## config.mk

```make
export PLATFORM = sky130hd
export DESIGN_NAME = serial_subtractor
export DESIGN_NICKNAME = d
export VERILOG_FILES = /design/src/rtl/serial_subtractor.sv
export SDC_FILE = /design/constraint.sdc
export NUM_CORES = 1
export LEC_CHECK = 0
export CORE_MARGIN = 3
export CORE_UTILIZATION = 40
export CTS_BUF_LIST = sky130_fd_sc_hd__clkbuf_8
export DETAILED_ROUTE_END_ITERATION = 6
export PLACE_DENSITY = 0.66
export SLEW_MARGIN = 20
export SYNTH_ARGS = -nofsm -noshare
export SYNTH_HDL_FRONTEND = slang
export SYNTH_SLANG_ARGS = --single-unit
```

## constraint.sdc

```tcl
create_clock -name clk_i -period 1.35 [get_ports clk_i]
set_clock_uncertainty 0.2 [all_clocks]
set_input_delay 0.135 -clock clk_i [delete_from_list [all_inputs] [get_ports clk_i]]
set_output_delay 0.135 -clock clk_i [all_outputs]
set_load 0.02 [all_outputs]
```

## src/rtl/serial_subtractor.sv

```systemverilog
// serial_subtractor: bit-serial A-B, LSB first, one bit per clock behind a start/done handshake
//   clk_i, rst_i (sync, active-high), start_i, a_i/b_i (operands)
//   busy_o, done_o (one-cycle pulse), diff_o, borrow_o, zero_o (held until next completion)
module serial_subtractor #(
   parameter int WIDTH = 8
) (
   input  logic             clk_i,
   input  logic             rst_i,
   input  logic             start_i,
   input  logic [WIDTH-1:0] a_i,
   input  logic [WIDTH-1:0] b_i,
   output logic             busy_o,
   output logic             done_o,
   output logic [WIDTH-1:0] diff_o,
   output logic             borrow_o,
   output logic             zero_o
);
   localparam int CW = $clog2(WIDTH + 1);
   localparam logic [1:0] IDLE = 2'd0;
   localparam logic [1:0] BUSY = 2'd1;
   localparam logic [1:0] DONE = 2'd2;
   logic [1:0]       r_state;
   logic [WIDTH-1:0] r_sa, r_sb, r_sd;
   logic             r_br;
   logic [CW-1:0]    r_cnt;
   logic             w_d, w_br, w_load, w_last;
   logic [WIDTH-1:0] w_sd;
   assign w_d    = r_sa[0] ^ r_sb[0] ^ r_br;
   assign w_br   = (~r_sa[0] & r_sb[0]) | (~(r_sa[0] ^ r_sb[0]) & r_br);
   assign w_load = start_i && r_state != BUSY;
   assign w_last = r_cnt == CW'(WIDTH - 1);
   // a one-bit result register has no upper bits to shift down
   if (WIDTH == 1) begin : g_w1
      assign w_sd = w_d;
   end else begin : g_wn
      assign w_sd = {w_d, r_sd[WIDTH-1:1]};
   end
   assign busy_o = r_state == BUSY;
   assign done_o = r_state == DONE;
   always_ff @(posedge clk_i) begin
      if (rst_i) begin
         r_state  <= IDLE;
         r_sa     <= '0;
         r_sb     <= '0;
         r_sd     <= '0;
         r_br     <= 1'b0;
         r_cnt    <= '0;
         diff_o   <= '0;
         borrow_o <= 1'b0;
         zero_o   <= 1'b1;
      end else if (w_load) begin
         r_state <= BUSY;
         r_sa    <= a_i;
         r_sb    <= b_i;
         r_sd    <= '0;
         r_br    <= 1'b0;
         r_cnt   <= '0;
      end else if (r_state == BUSY) begin
         r_sa  <= r_sa >> 1;
         r_sb  <= r_sb >> 1;
         r_sd  <= w_sd;
         r_br  <= w_br;
         r_cnt <= r_cnt + 1'b1;
         if (w_last) begin
            r_state  <= DONE;
            diff_o   <= w_sd;
            borrow_o <= w_br;
            zero_o   <= w_sd == '0;
         end
      end else begin
         r_state <= IDLE;
      end
   end
endmodule

```

# Yosys cells after proc, flatten, opt, wreduce, memory -nomap -nowiden
# Cells that the tools add are included.
# op_classes
n_addsub,1
reduce_logical,6
bitwise,9
muxes,7
n_eq_ne,5
# ops
operator,count
two-way mux 8 bit,4
zero test 8 bit,1
"adder 4 x 1 -> 4 bit, second input constant",1
"equality test 4 x 3 -> 1 bit, second input constant",1
NOT 1 bit,4
two-way mux 1 bit,3
"!= test 3 x 1 -> 1 bit, second input constant",1
AND reduction 3 bit,1
OR reduction 3 bit,1
AND 1 bit,2
"equality test 2 x 1 -> 1 bit, second input constant",1
"equality test 2 bit, second input constant",1
"!= test 2 x 1 -> 1 bit, second input constant",1
nonzero test 2 bit,1
OR reduction 2 bit,1
bitwise XOR 1 bit,2
logical AND 1 bit,1
OR 1 bit,1
# totals
ff_bits,41
output_inout_bits,12
word_cells,38
inputBits,19

# Logic depth before layout (Yosys ltp)
# Gate-level depths: netlist (run 1).
# logic_depth
depth_word,4
mapped_depth,5
depth_no_buf,5

# Worst setup path before layout (run 1)
# No wires, ideal clock.
# synth_path
path_type,register to register
startpoint,register r_sb[0]
endpoint,register zero_o
t_required_ps,1084
t_arrival_ps,1200
setup_ps,66
n_path_buf,0
path_slack_ps,-116
path_stages_with_launch,6
period_less_slack_ps,1466
cell_sequence,dfxtp_1 -> inv_1 -> fa_1 -> nor4_1 -> nand2_1 -> a2bb2oi_2
# synth_between
elab_chain_len,3
# synth_rtl
element,line_no,source
"start, declared",23,"logic [WIDTH-1:0] r_sa, r_sb, r_sd;"
"start signal, assigned",54,r_sb <= b_i;
"start signal, assigned",60,r_sb <= r_sb >> 1;
bitwise XOR 1 bit (2 in series),28,assign w_d = r_sa[0] ^ r_sb[0] ^ r_br;
via w_d,26,"logic w_d, w_br, w_load, w_last;"
zero test 8 bit,68,zero_o <= w_sd == '0;
"end signal, assigned",50,zero_o <= 1'b1;
"end signal, assigned",68,
"end, declared",16,output logic zero_o
# The timed path passes the listed nets, and every way through them passes these cells.
# A chain may end at the register's enable or synchronous reset.

# Final worst setup path (run 1)
# layout_path
startpoint,register r_state[1]
endpoint,register diff_o[1]
# layout_between
elab_chain_len,4
word_cells_on_any_way,5
cone_classes,eq/ne (2); bitwise (1); reduce/logical (2)
# layout_rtl
element,line_no,source
"start, declared",22,logic [1:0] r_state;
"start signal, assigned",42,r_state <= IDLE;
"start signal, assigned",52,r_state <= BUSY;
"start signal, assigned",65,r_state <= DONE;
!= test 2 x 1 -> 1 bit,30,assign w_load = start_i && r_state != BUSY;
logical AND 1 bit,30,
NOT 1 bit (no source line),--,
AND reduction 3 bit (no source line) (*),--,
"end signal, assigned",66,diff_o <= w_sd;
"end, declared",14,"output logic [WIDTH-1:0] diff_o,"
# Every way passes the cells marked *; elsewhere a longest branch is shown, timed or not.

==> metrics, run 1 <==
result of the run complete, but fails checks; violations in the final reports negative setup slack; FFs w/ async S/R, synth 0%; Top Family by Delay on Critical Path simple AND/OR/NAND/NOR gates; Worst Slack Setup Final -0.186 ns; commonest non-fill, non-tap cells in the layout sky130_fd_sc_hd__dfxtp_1 (33), sky130_fd_sc_hd__mux2i_1 (24), sky130_fd_sc_hd__buf_4 (20), sky130_fd_sc_hd__clkdlybuf4s50_1 (18); list of cells traversed by the critical path nand3b_1, nor3b_4, buf_6, mux2i_1; Mean Syn Cell Area 9.79 um2; count of cells along the worst register-to-register path 4; transition time at the pin with the least slew margin 0.438 ns; dominant combinational cell family by area after synthesis simple AND/OR/NAND/NOR gates; Seq pwr share 50.4%; most frequently used flop master after synthesis sky130_fd_sc_hd__dfxtp_1; Worst Hold Class input pin to flip-flop; placement row count 23; Tot Pwr 2.51 mW; fin cells 285; RSZ-0062 raised after global routing yes; effective utilization at floorplan 42.6%; number of port buffers 30; WL/cell 15.0 um; # Max-Cap Violations 0; slowest cell on the critical path sky130_fd_sc_hd__dfxtp_2; critical path depth in cells 4; FILL cells 348; cell at the root of the clock tree sky130_fd_sc_hd__clkbuf_8; number of global-route vias before repair 1533; HPWL after detailed placement 2770 um; net switching power 0.634 mW; portion of total power attributed to combinational logic 17.3%; Min-Delay Endpoint r_sb[7]$_SDFFE_PP0P_; leakage dissipation 1.02 nW; mean number of vias per cell 5.24; Post-DRT Antenna Nets 0; number of top-level pins 31; Gate Count Post-Synth 179; compound-cell area share of the yosys netlist 12.3%; nets 255; XOR/XNOR share of the synthesized area 0.999%; antenna cells 0; area of the mapped netlist 1750 um2; most common cell after layout, fill and taps aside sky130_fd_sc_hd__dfxtp_1; IR drop worst, VDD 0.000653 V; hold path start b_i[7]; final clock period utilization by the worst path 114%; data arrival at the endpoint of the critical path 1.56 ns; worst slew margin relative to its limit 70.7%; Hold Crit Depth 3; synthesized-area fraction occupied by adder cells 1.86%; switching share of power 25.3%; count of flip-flops with a built-in enable after synthesis 0; Die Outline Area 5210 um2; highest cell delay on the worst timing path 0.33 ns; maximum number of pins on one net before global-route repair 15; count of state elements after synthesis 40; Worst R2R Start r_state[1]$_SDFFE_PP0P_; maximum root-to-sink buffer count 2; core box area 4120 um2; power density relative to cell area 979 nW/um2; Post-Synth Simple-Gate Area 19.4%; sequential-to-total area share from yosys stat 45.7%; Post-Place Cells 267; area overhead of the layout relative to synthesis 46.0%; unique cell type count in the Yosys netlist 29; DR DRC count 0; # clock sinks 40; routability congestion estimate 0.746; reg-to-reg slack, setup -0.19 ns; clock tree from TritonCTS yes; fin util 62.2%; fraction of final layout cells with drive strength greater than 1 34.0%; critical path buffer and inverter count 1; total negative slack -2.23 ns; detailed-route wire length 4280 um; global-route wire length before repair 7010 um; number of max-slew violations in the final report 0; height of the chip 72.2 um; type of destination of the critical path flip-flop; part of the total power dissipated in the clock network 32.3%; final standard cell area without fillers 2560 um2; hold_buf cts 0; final setup violating endpoints 20; net count after synthesis 200; instance area at placement 2210 um2; number of optimization iterations in the first detailed-route pass 4; worst setup path category flip-flop to flip-flop; crit path launch r_state[1]$_SDFFE_PP0P_; required time reported for the critical path endpoint 1.37 ns; fmax 651 MHz; clock slew at the register clock pins of the worst setup and hold paths 0.08 ns; final worst hold slack 0.278 ns; initial antenna violation count 0; total number of H-tree levels 2; clock buffer count from CTS 5; first-iteration detailed-routing DRC count 52; Setup Slack @ Placement -0.270 ns; via count of the routed design 1494; startpoint class of the critical path flip-flop; Global Route Usage Sum 17.2%; global-route congestion overflow total 0; multiplexer share of the synthesized area 14.3%; worst-skew pair later-pin latency 0.29 ns; Yosys warning count 0; largest fanout of any net on the critical path 8; chip width 72.2 um; internal power 1.87 mW; Tmin final 1.54 ns; count of endpoints failing hold in the final timing report 0; endpoint of the lowest-slack register-to-register path diff_o[1]$_SDFFE_PP0P_
==> layer usage <==
metal	GRT usage [%]	share of wire, %
met5	0	0
met4	7.93	2.3
met3	4.99	4.8
met2	29.2	52
met1	19.8	41
==> power groups by stage <==
stage          Clock, mW  Sequential [mW]  Combinational, mW
2_1_floorplan          0             1.28              0.188
3_5_place_dp           0             1.28              0.314
3_3_place_gp           0             1.28              0.304
5_1_grt            0.863             1.27              0.470
6_report           0.809             1.26              0.434
4_1_cts            0.829             1.26              0.381
==> cells in the mapped netlist (2+ instances only) <==
library cell               count  area share, %
sky130_fd_sc_hd__a211oi_1     15            6.4
sky130_fd_sc_hd__a21oi_2       8            4.0
sky130_fd_sc_hd__buf_2         7            2.0
sky130_fd_sc_hd__buf_4         3            1.3
sky130_fd_sc_hd__buf_6         2            1.3
sky130_fd_sc_hd__dfxtp_1      40             46
sky130_fd_sc_hd__inv_1         3           0.64
sky130_fd_sc_hd__mux2i_1      24             14
sky130_fd_sc_hd__nand2_1      18            3.9
sky130_fd_sc_hd__nand2b_1     17            6.1
sky130_fd_sc_hd__nand3b_1      2           0.86
sky130_fd_sc_hd__nor2_1       19            4.1
sky130_fd_sc_hd__nor2b_1       2           0.71
sky130_fd_sc_hd__nor3_1        3           0.86
sky130_fd_sc_hd__nor4_1        2           0.71
==> timing repair <==
action / 4_1_cts / 5_1_grt
buffers inserted: 4 / 3
setup endpoints to repair: 48 / 35
pin swaps: 8 / 11
resized for setup: 43 / 23
cloned: 2 / 1
==> kinds of logic (layout without fill, tap and decap cells) <==
| logic type | count (synthesis) | in the layout |
|---|---|---|
| muxes | 25 | 25 |
| adders and majority gates | 2 | 2 |
| and+or+nand+nor | 67 | 67 |
| AOI/OAI and AO/OA | 27 | 27 |
| DFF | 40 | 40 |
| buffers and inverters | 16 | 72 |
| xor gates and xnor gates | 2 | 2 |
==> worst max path at each step <==
| stage | slack, ns | to |
|---|---|---|
| after detailed placement | -0.27 | r_sb[5]$_SDFFE_PP0P_ |
| after CTS | -0.22 | diff_o[1]$_SDFFE_PP0P_ |
| after global routing | -0.28 | diff_o[7]$_SDFFE_PP0P_ |
| final | -0.19 | diff_o[1]$_SDFFE_PP0P_ |
| after global placement | -0.20 | diff_o[6]$_SDFFE_PP0P_ |
| after floorplan | -0.12 | zero_o$_SDFFE_PP1P_ |
==> registers in the layout, indices dropped and copies added (netlist names) <==
signal / count
r_state: 2
r_br: 1
diff_o: 8
zero_o: 1
r_cnt: 4
r_sb: 8
r_sa: 8
r_sd: 7
borrow_o: 1
==> worst reg2reg max path, cell delays in order (launching register included) <==
cell and delay (ns):
sky130_fd_sc_hd__dfxtp_2 0.33, sky130_fd_sc_hd__nand3b_1 0.22, sky130_fd_sc_hd__nor3b_4 0.30, sky130_fd_sc_hd__buf_6 0.20, sky130_fd_sc_hd__mux2i_1 0.21
==> layout make-up <==
type	count	area [um2]	share of cell area, %
clock buffers	6	82.6	3.23
clock inverters	2	7.51	0.293
inverters	3	13.8	0.538
multi-input cells	123	978	38.2
flip-flops and latches	40	810	31.6
well taps	50	62.6	2.44
repair buffers	61	606	23.7
Power figures use the tool's default switching activity.
==> inputs of run 2 (changes only) <==
--- a/config.mk
+++ b/config.mk
@@ -9,7 +9,7 @@
 export CORE_UTILIZATION = 40
 export CTS_BUF_LIST = sky130_fd_sc_hd__clkbuf_8
 export DETAILED_ROUTE_END_ITERATION = 6
-export PLACE_DENSITY = 0.66
+export DONT_BUFFER_PORTS = 1
 export SLEW_MARGIN = 20
 export SYNTH_ARGS = -nofsm -noshare
 export SYNTH_HDL_FRONTEND = slang
==> run 2 against run 1 <==
Against the previous run:
- utilization fell by 5.2 points
- critical path depth did not move
- wire length fell by 17%
- the flow finishes with violations (negative hold slack, negative setup slack)
- flip-flop and latch count did not move
- design area fell by 8.4%
- combinational power fell by 25%
- maximum frequency rose by 0.27%
- non-clock buffer count fell by 19
- sequential power barely moved
- clock power rose by 26%
- total power rose by 3.9%
==> metrics, run 2 (synthesis results as in run 1) <==
commonest non-fill, non-tap cells in the layout sky130_fd_sc_hd__dfxtp_1 (35), sky130_fd_sc_hd__mux2i_1 (24), sky130_fd_sc_hd__nor2_1 (19), sky130_fd_sc_hd__nand2_1 (17); worst-skew pair later-pin latency 0.29 ns (about the same); worst slew margin relative to its limit 81.0% (+10 points); worst setup path category flip-flop to flip-flop; power density relative to cell area 1110 nW/um2 (+13%); nets 236 (-7.5%); total negative slack -1.84 ns (+0.392 ns); core box area 4120 um2 (unchanged); Die Outline Area 5210 um2 (unchanged); number of max-slew violations in the final report 0 (unchanged); maximum number of pins on one net before global-route repair 39 (+24); Tmin final 1.53 ns (-0.00409 ns); DR DRC count 0 (unchanged); antenna cells 0 (unchanged); number of optimization iterations in the first detailed-route pass 5 (+1); instance area at placement 1910 um2 (-14%); type of destination of the critical path flip-flop; total number of H-tree levels 2 (unchanged); detailed-route wire length 3570 um (-17%); leakage dissipation 0.890 nW (-13%); effective utilization at floorplan 42.6% (unchanged); result of the run complete, but fails checks; transition time at the pin with the least slew margin 0.284 ns (-0.154 ns); internal power 2.01 mW (+7.6%); leading registers by flop count diff_o x8, r_sa x8, r_sb x8; # clock sinks 40 (unchanged); most common cell after layout, fill and taps aside sky130_fd_sc_hd__dfxtp_1; global-route wire length before repair 6430 um (-8.3%); RSZ-0062 raised after global routing yes; area overhead of the layout relative to synthesis 33.8%; height of the chip 72.2 um (unchanged); clock slew at the register clock pins of the worst setup and hold paths 0.08 ns (about the same); chip width 72.2 um (unchanged); mean number of vias per cell 5.13 (-2.1%); Worst Hold Class input pin to flip-flop; HPWL after detailed placement 2390 um (-14%); cell at the root of the clock tree sky130_fd_sc_hd__clkbuf_8; WL/cell 13.4 um (-11%); final setup violating endpoints 14 (-30%); number of top-level pins 31 (unchanged); number of port buffers 0 (-100%); IR drop worst, VDD 0.000792 V (+21%); fin util 57.0% (-5.2 points); Seq pwr share 48.4% (-2.0 points); initial antenna violation count 0 (unchanged); maximum root-to-sink buffer count 2 (unchanged); FILL cells 362 (+4.0%); hold_buf cts 17 (+17); required time reported for the critical path endpoint 1.37 ns (about the same); fraction of final layout cells with drive strength greater than 1 29.6% (-4.4 points); Global Route Usage Sum 15.3% (-1.9 points); final clock period utilization by the worst path 113% (-0.30 points); violations in the final reports negative hold slack, negative setup slack; data arrival at the endpoint of the critical path 1.55 ns (about the same); count of endpoints failing hold in the final timing report 19 (+19); Worst Slack Setup Final -0.182 ns (+0.00409 ns); clock tree from TritonCTS yes; global-route congestion overflow total 0 (unchanged); fmax 653 MHz (+0.27%); final standard cell area without fillers 2350 um2 (-8.4%); number of global-route vias before repair 1482 (-3.3%); switching share of power 22.7% (-2.6 points); clock buffer count from CTS 5 (unchanged); net switching power 0.590 mW (-6.9%); via count of the routed design 1365 (-8.6%); startpoint class of the critical path flip-flop; portion of total power attributed to combinational logic 12.5% (-4.8 points); largest fanout of any net on the critical path 6 (-2); routability congestion estimate 0.749 (+0.47%); first-iteration detailed-routing DRC count 52 (unchanged); Post-DRT Antenna Nets 0 (unchanged); final worst hold slack -0.150 ns (-0.428 ns); # Max-Cap Violations 0 (unchanged); part of the total power dissipated in the clock network 39.1% (+6.8 points); placement row count 23 (unchanged)
-- run 2: changes by cell type in the layout (fill, tap and decap cells not counted), moves of 4 or more --
cell	before	now
sky130_fd_sc_hd__dlygate4sd2_1	10	0
sky130_fd_sc_hd__clkdlybuf4s50_1	18	0
sky130_fd_sc_hd__dlygate4sd3_1	0	16
sky130_fd_sc_hd__a211oi_2	7	2
sky130_fd_sc_hd__a211oi_1	8	13
sky130_fd_sc_hd__buf_4	20	16
-- run 2: per-stage QoR --
stage	power [mW]	worst slack, ns	cells	hold slack (ns)
final	2.60	-0.182	266	-0.150
after global routing	2.73	-0.283	266	-0.147
after CTS	2.61	-0.151	264	-0.208
after detailed placement	1.51	-0.160	237	0.0185
after global placement	1.50	-0.139	237	0.0153
after floorplan	1.46	-0.116	179	0.130
-- run 2: what timing repair did --
item,4_1_cts,5_1_grt
setup endpoints to repair,23,20
resized for setup,18,17
pin swaps,1,4
buffers inserted,2,3
endpoints found under the hold margin,30,19
-- run 2: power groups by stage --
stage / clock [mW] / sequential, mW / combinational [mW]
2_1_floorplan: 0 / 1.28 / 0.188
3_3_place_gp: 0 / 1.28 / 0.220
3_5_place_dp: 0 / 1.28 / 0.230
4_1_cts: 1.04 / 1.26 / 0.306
5_1_grt: 1.10 / 1.27 / 0.363
6_report: 1.02 / 1.26 / 0.326
-- run 2: worst max-delay path, cell delays in order (launching register included) --
cell	delay, ns
sky130_fd_sc_hd__dfxtp_2	0.34
sky130_fd_sc_hd__nand3b_1	0.23
sky130_fd_sc_hd__nor3b_4	0.32
sky130_fd_sc_hd__buf_6	0.19
sky130_fd_sc_hd__mux2i_1	0.19
-- run 2: layout make-up --
class | instances | area (um2) | share of cell area [%]
multi-input combinational | 123 | 922 | 39.3
clock buffer | 6 | 82.6 | 3.52
inverter | 3 | 23.8 | 1.01
tap | 50 | 62.6 | 2.67
sequential | 40 | 807 | 34.4
clock inverter | 2 | 38.8 | 1.65
timing repair buffer | 42 | 409 | 17.4
-- run 2: final timing paths --
| kind | depth (start not counted) | from | endpoint | slack (ns) |
|---|---|---|---|---|
| hold / removal | 2 | start_i | r_state[0]$_SDFFE_PP0P_ | -0.15 |
| setup / recovery | 4 | r_state[1]$_SDFFE_PP0P_ | diff_o[6]$_SDFFE_PP0P_ | -0.18 |
| hold reg to reg | 2 | r_sa[1]$_SDFFE_PP0P_ | r_sa[0]$_SDFFE_PP0P_ | 0.30 |
| setup reg to reg | 4 | r_state[1]$_SDFFE_PP0P_ | diff_o[6]$_SDFFE_PP0P_ | -0.18 |
-- run 2: routing by layer --
metal  up-vias  share of wire, %  track usage, %
li1        682                 -               -
met1       652                44            17.7
met2        27                51            27.0
met3         4               4.2            5.12
met4         0              0.59            3.55
met5         -                 0               0
==> inputs of run 3 (changes only) <==
==> constraint.sdc (replaced) <==
create_clock -name clk_i -period 1.7 [get_ports clk_i]
set_clock_uncertainty 0.2 [all_clocks]
set_input_delay 0.17 -clock clk_i [delete_from_list [all_inputs] [get_ports clk_i]]
set_output_delay 0.17 -clock clk_i [all_outputs]
set_load 0.02 [all_outputs]
==> run 3 against run 2 <==
Against the previous run:
- the flow now finishes without violations
- design area shrank 4.9%
- count of clock-buffer cells in the layout stayed put
- hold slack gained 0.16 ns
- wire length is 6.1% higher
- non-clock buffer count is 1 lower
- clock power fell by 36%
- die area unchanged
- via count is 1.3% lower
- sequential power fell by 21%
- utilization decreased by 2.8 points
- critical path type unchanged
- critical endpoint is now diff_o[4]$_SDFFE_PP0P_
- largest cell class unchanged
==> metrics, run 3 (synthesis results as in run 1) <==
antenna cells 0 (unchanged); startpoint class of the critical path flip-flop; Global Route Usage Sum 16.2% (+0.91 points); commonest non-fill, non-tap cells in the layout sky130_fd_sc_hd__dfxtp_1 (40), sky130_fd_sc_hd__dlygate4sd3_1 (33), sky130_fd_sc_hd__mux2i_1 (24), sky130_fd_sc_hd__nor2_1 (19), sky130_fd_sc_hd__nand2_1 (18); # Max-Cap Violations 0 (unchanged); clock tree from TritonCTS yes; number of max-slew violations in the final report 0 (unchanged); data arrival at the endpoint of the critical path 1.60 ns (+0.05 ns); count of endpoints failing hold in the final timing report 0 (-19); Tmin final 1.57 ns (+0.0411 ns); type of destination of the critical path flip-flop; HPWL after detailed placement 2200 um (-7.7%); initial antenna violation count 0 (unchanged); Die Outline Area 5210 um2 (unchanged); clock buffer count from CTS 5 (unchanged); nets 235 (-0.42%); global-route congestion overflow total 0 (unchanged); reg-to-reg slack, setup 0.13 ns (+0.31 ns); number of top-level pins 31 (unchanged); clock slew at the register clock pins of the worst setup and hold paths 0.08 ns (about the same); maximum number of pins on one net before global-route repair 39 (unchanged); total number of H-tree levels 2 (unchanged); slowest cell on the critical path sky130_fd_sc_hd__dfxtp_1; worst setup path category flip-flop to flip-flop; most common cell after layout, fill and taps aside sky130_fd_sc_hd__dfxtp_1; Post-DRT Antenna Nets 0 (unchanged); cell at the root of the clock tree sky130_fd_sc_hd__clkbuf_8; first-iteration detailed-routing DRC count 83 (+60%); routability congestion estimate 0.703 (-6.2%); core box area 4120 um2 (unchanged); total negative slack 0 ns (+1.84 ns); Post-Place Cells 223 (-5.9%); list of cells traversed by the critical path nand3b_1, nor3b_2, buf_6, mux2i_1; maximum root-to-sink buffer count 2 (unchanged); required time reported for the critical path endpoint 1.72 ns (+0.35 ns); global-route wire length before repair 6530 um (+1.6%); fmax 636 MHz (-2.6%); final clock period utilization by the worst path 92.5% (-21 points); critical path buffer and inverter count 1 (unchanged); leakage dissipation 0.821 nW (-7.8%); worst-skew pair later-pin latency 0.30 ns (about the same); final setup violating endpoints 0 (-14); WL/cell 14.3 um (+6.5%); Worst Hold Class input pin to flip-flop; power density relative to cell area 857 nW/um2 (-23%); # clock sinks 40 (unchanged); effective utilization at floorplan 42.6% (unchanged); RSZ-0062 raised after global routing no; number of port buffers 0 (unchanged); Tot Pwr 1.91 mW (-27%); leading registers by flop count diff_o x8, r_sa x8, r_sb x8; highest cell delay on the worst timing path 0.34 ns (about the same); result of the run finished, final reports clean; Top Family by Delay on Critical Path simple AND/OR/NAND/NOR gates; area overhead of the layout relative to synthesis 27.3%; largest fanout of any net on the critical path 10 (+4); placement row count 23 (unchanged); detailed-route wire length 3780 um (+6.1%); worst slew margin relative to its limit 71.1% (-10 points); fraction of final layout cells with drive strength greater than 1 13.5% (-16 points); IR drop worst, VDD 0.000460 V (-42%); fin cells 265 (-0.38%); via count of the routed design 1347 (-1.3%); DR DRC count 0 (unchanged); chip width 72.2 um (unchanged); number of optimization iterations in the first detailed-route pass 4 (-1); mean number of vias per cell 5.08 (-0.95%); transition time at the pin with the least slew margin 0.433 ns (+0.149 ns); height of the chip 72.2 um (unchanged); number of global-route vias before repair 1360 (-8.2%)
[run 3: worst paths after layout]
kind	startpoint	endpoint	cells after the start
hold reg to reg	r_cnt[1]$_SDFFE_PP0P_	r_cnt[1]$_SDFFE_PP0P_	2
setup reg to reg	r_state[1]$_SDFFE_PP0P_	diff_o[4]$_SDFFE_PP0P_	4
setup / recovery	r_state[1]$_SDFFE_PP0P_	diff_o[4]$_SDFFE_PP0P_	4
hold / removal	start_i	r_cnt[3]$_SDFFE_PP0P_	2
[run 3: area by class of cell]
class | count | area (um2)
timing repair buffer | 41 | 407
fill | 363 | 1880
sequential | 40 | 801
multi-input combinational | 123 | 857
clock inverter | 2 | 10.0
tap | 50 | 62.6
inverter | 3 | 11.3
clock buffer | 6 | 82.6
[run 3: worst reg2reg max path: cells and delay by family, from the launching register on]
kind,cells,cell delay (ns)
flip-flops,1,0.34
AND/OR/NAND/NOR,2,0.54
multiplexers,1,0.21
buffers and inverters,1,0.21
[run 3: power breakdown]
group / internal, mW / switching (mW) / total [mW]
clock: 0.324 / 0.333 / 0.657
combinational: 0.145 / 0.111 / 0.256
sequential: 0.975 / 0.0248 / 1.00
total: 1.44 / 0.469 / 1.91
[run 3: routing by layer]
layer	track usage, %	routed length [um]	up-vias	share of wire [%]
met1	19.9	1730	623	46
met2	26.5	1800	34	48
met4	7.52	68	0	1.8
li1	-	-	683	-
met5	0	0	-	0
met3	4.02	181	7	4.8
[run 3: timing repair]
action                                  CTS  global route
hold endpoints to repair                 32             0
hold buffers                             34             0
gates resized for setup                   0             1
buffers inserted                          0             0
endpoints found under the setup margin    0             1
[run 3: metrics by stage]
stage          setup slack (ns)  util (%)  area [um2]  hold slack (ns)
3_5_place_dp              0.146      43.4        1780           0.0519
3_3_place_gp              0.179      43.4        1780           0.0506
4_1_cts                   0.115      54.1        2230          0.00387
5_1_grt                  0.0335      54.2        2230           0.0514
6_report                  0.127      54.2        2230          0.00951
2_1_floorplan             0.234         -        1750            0.165
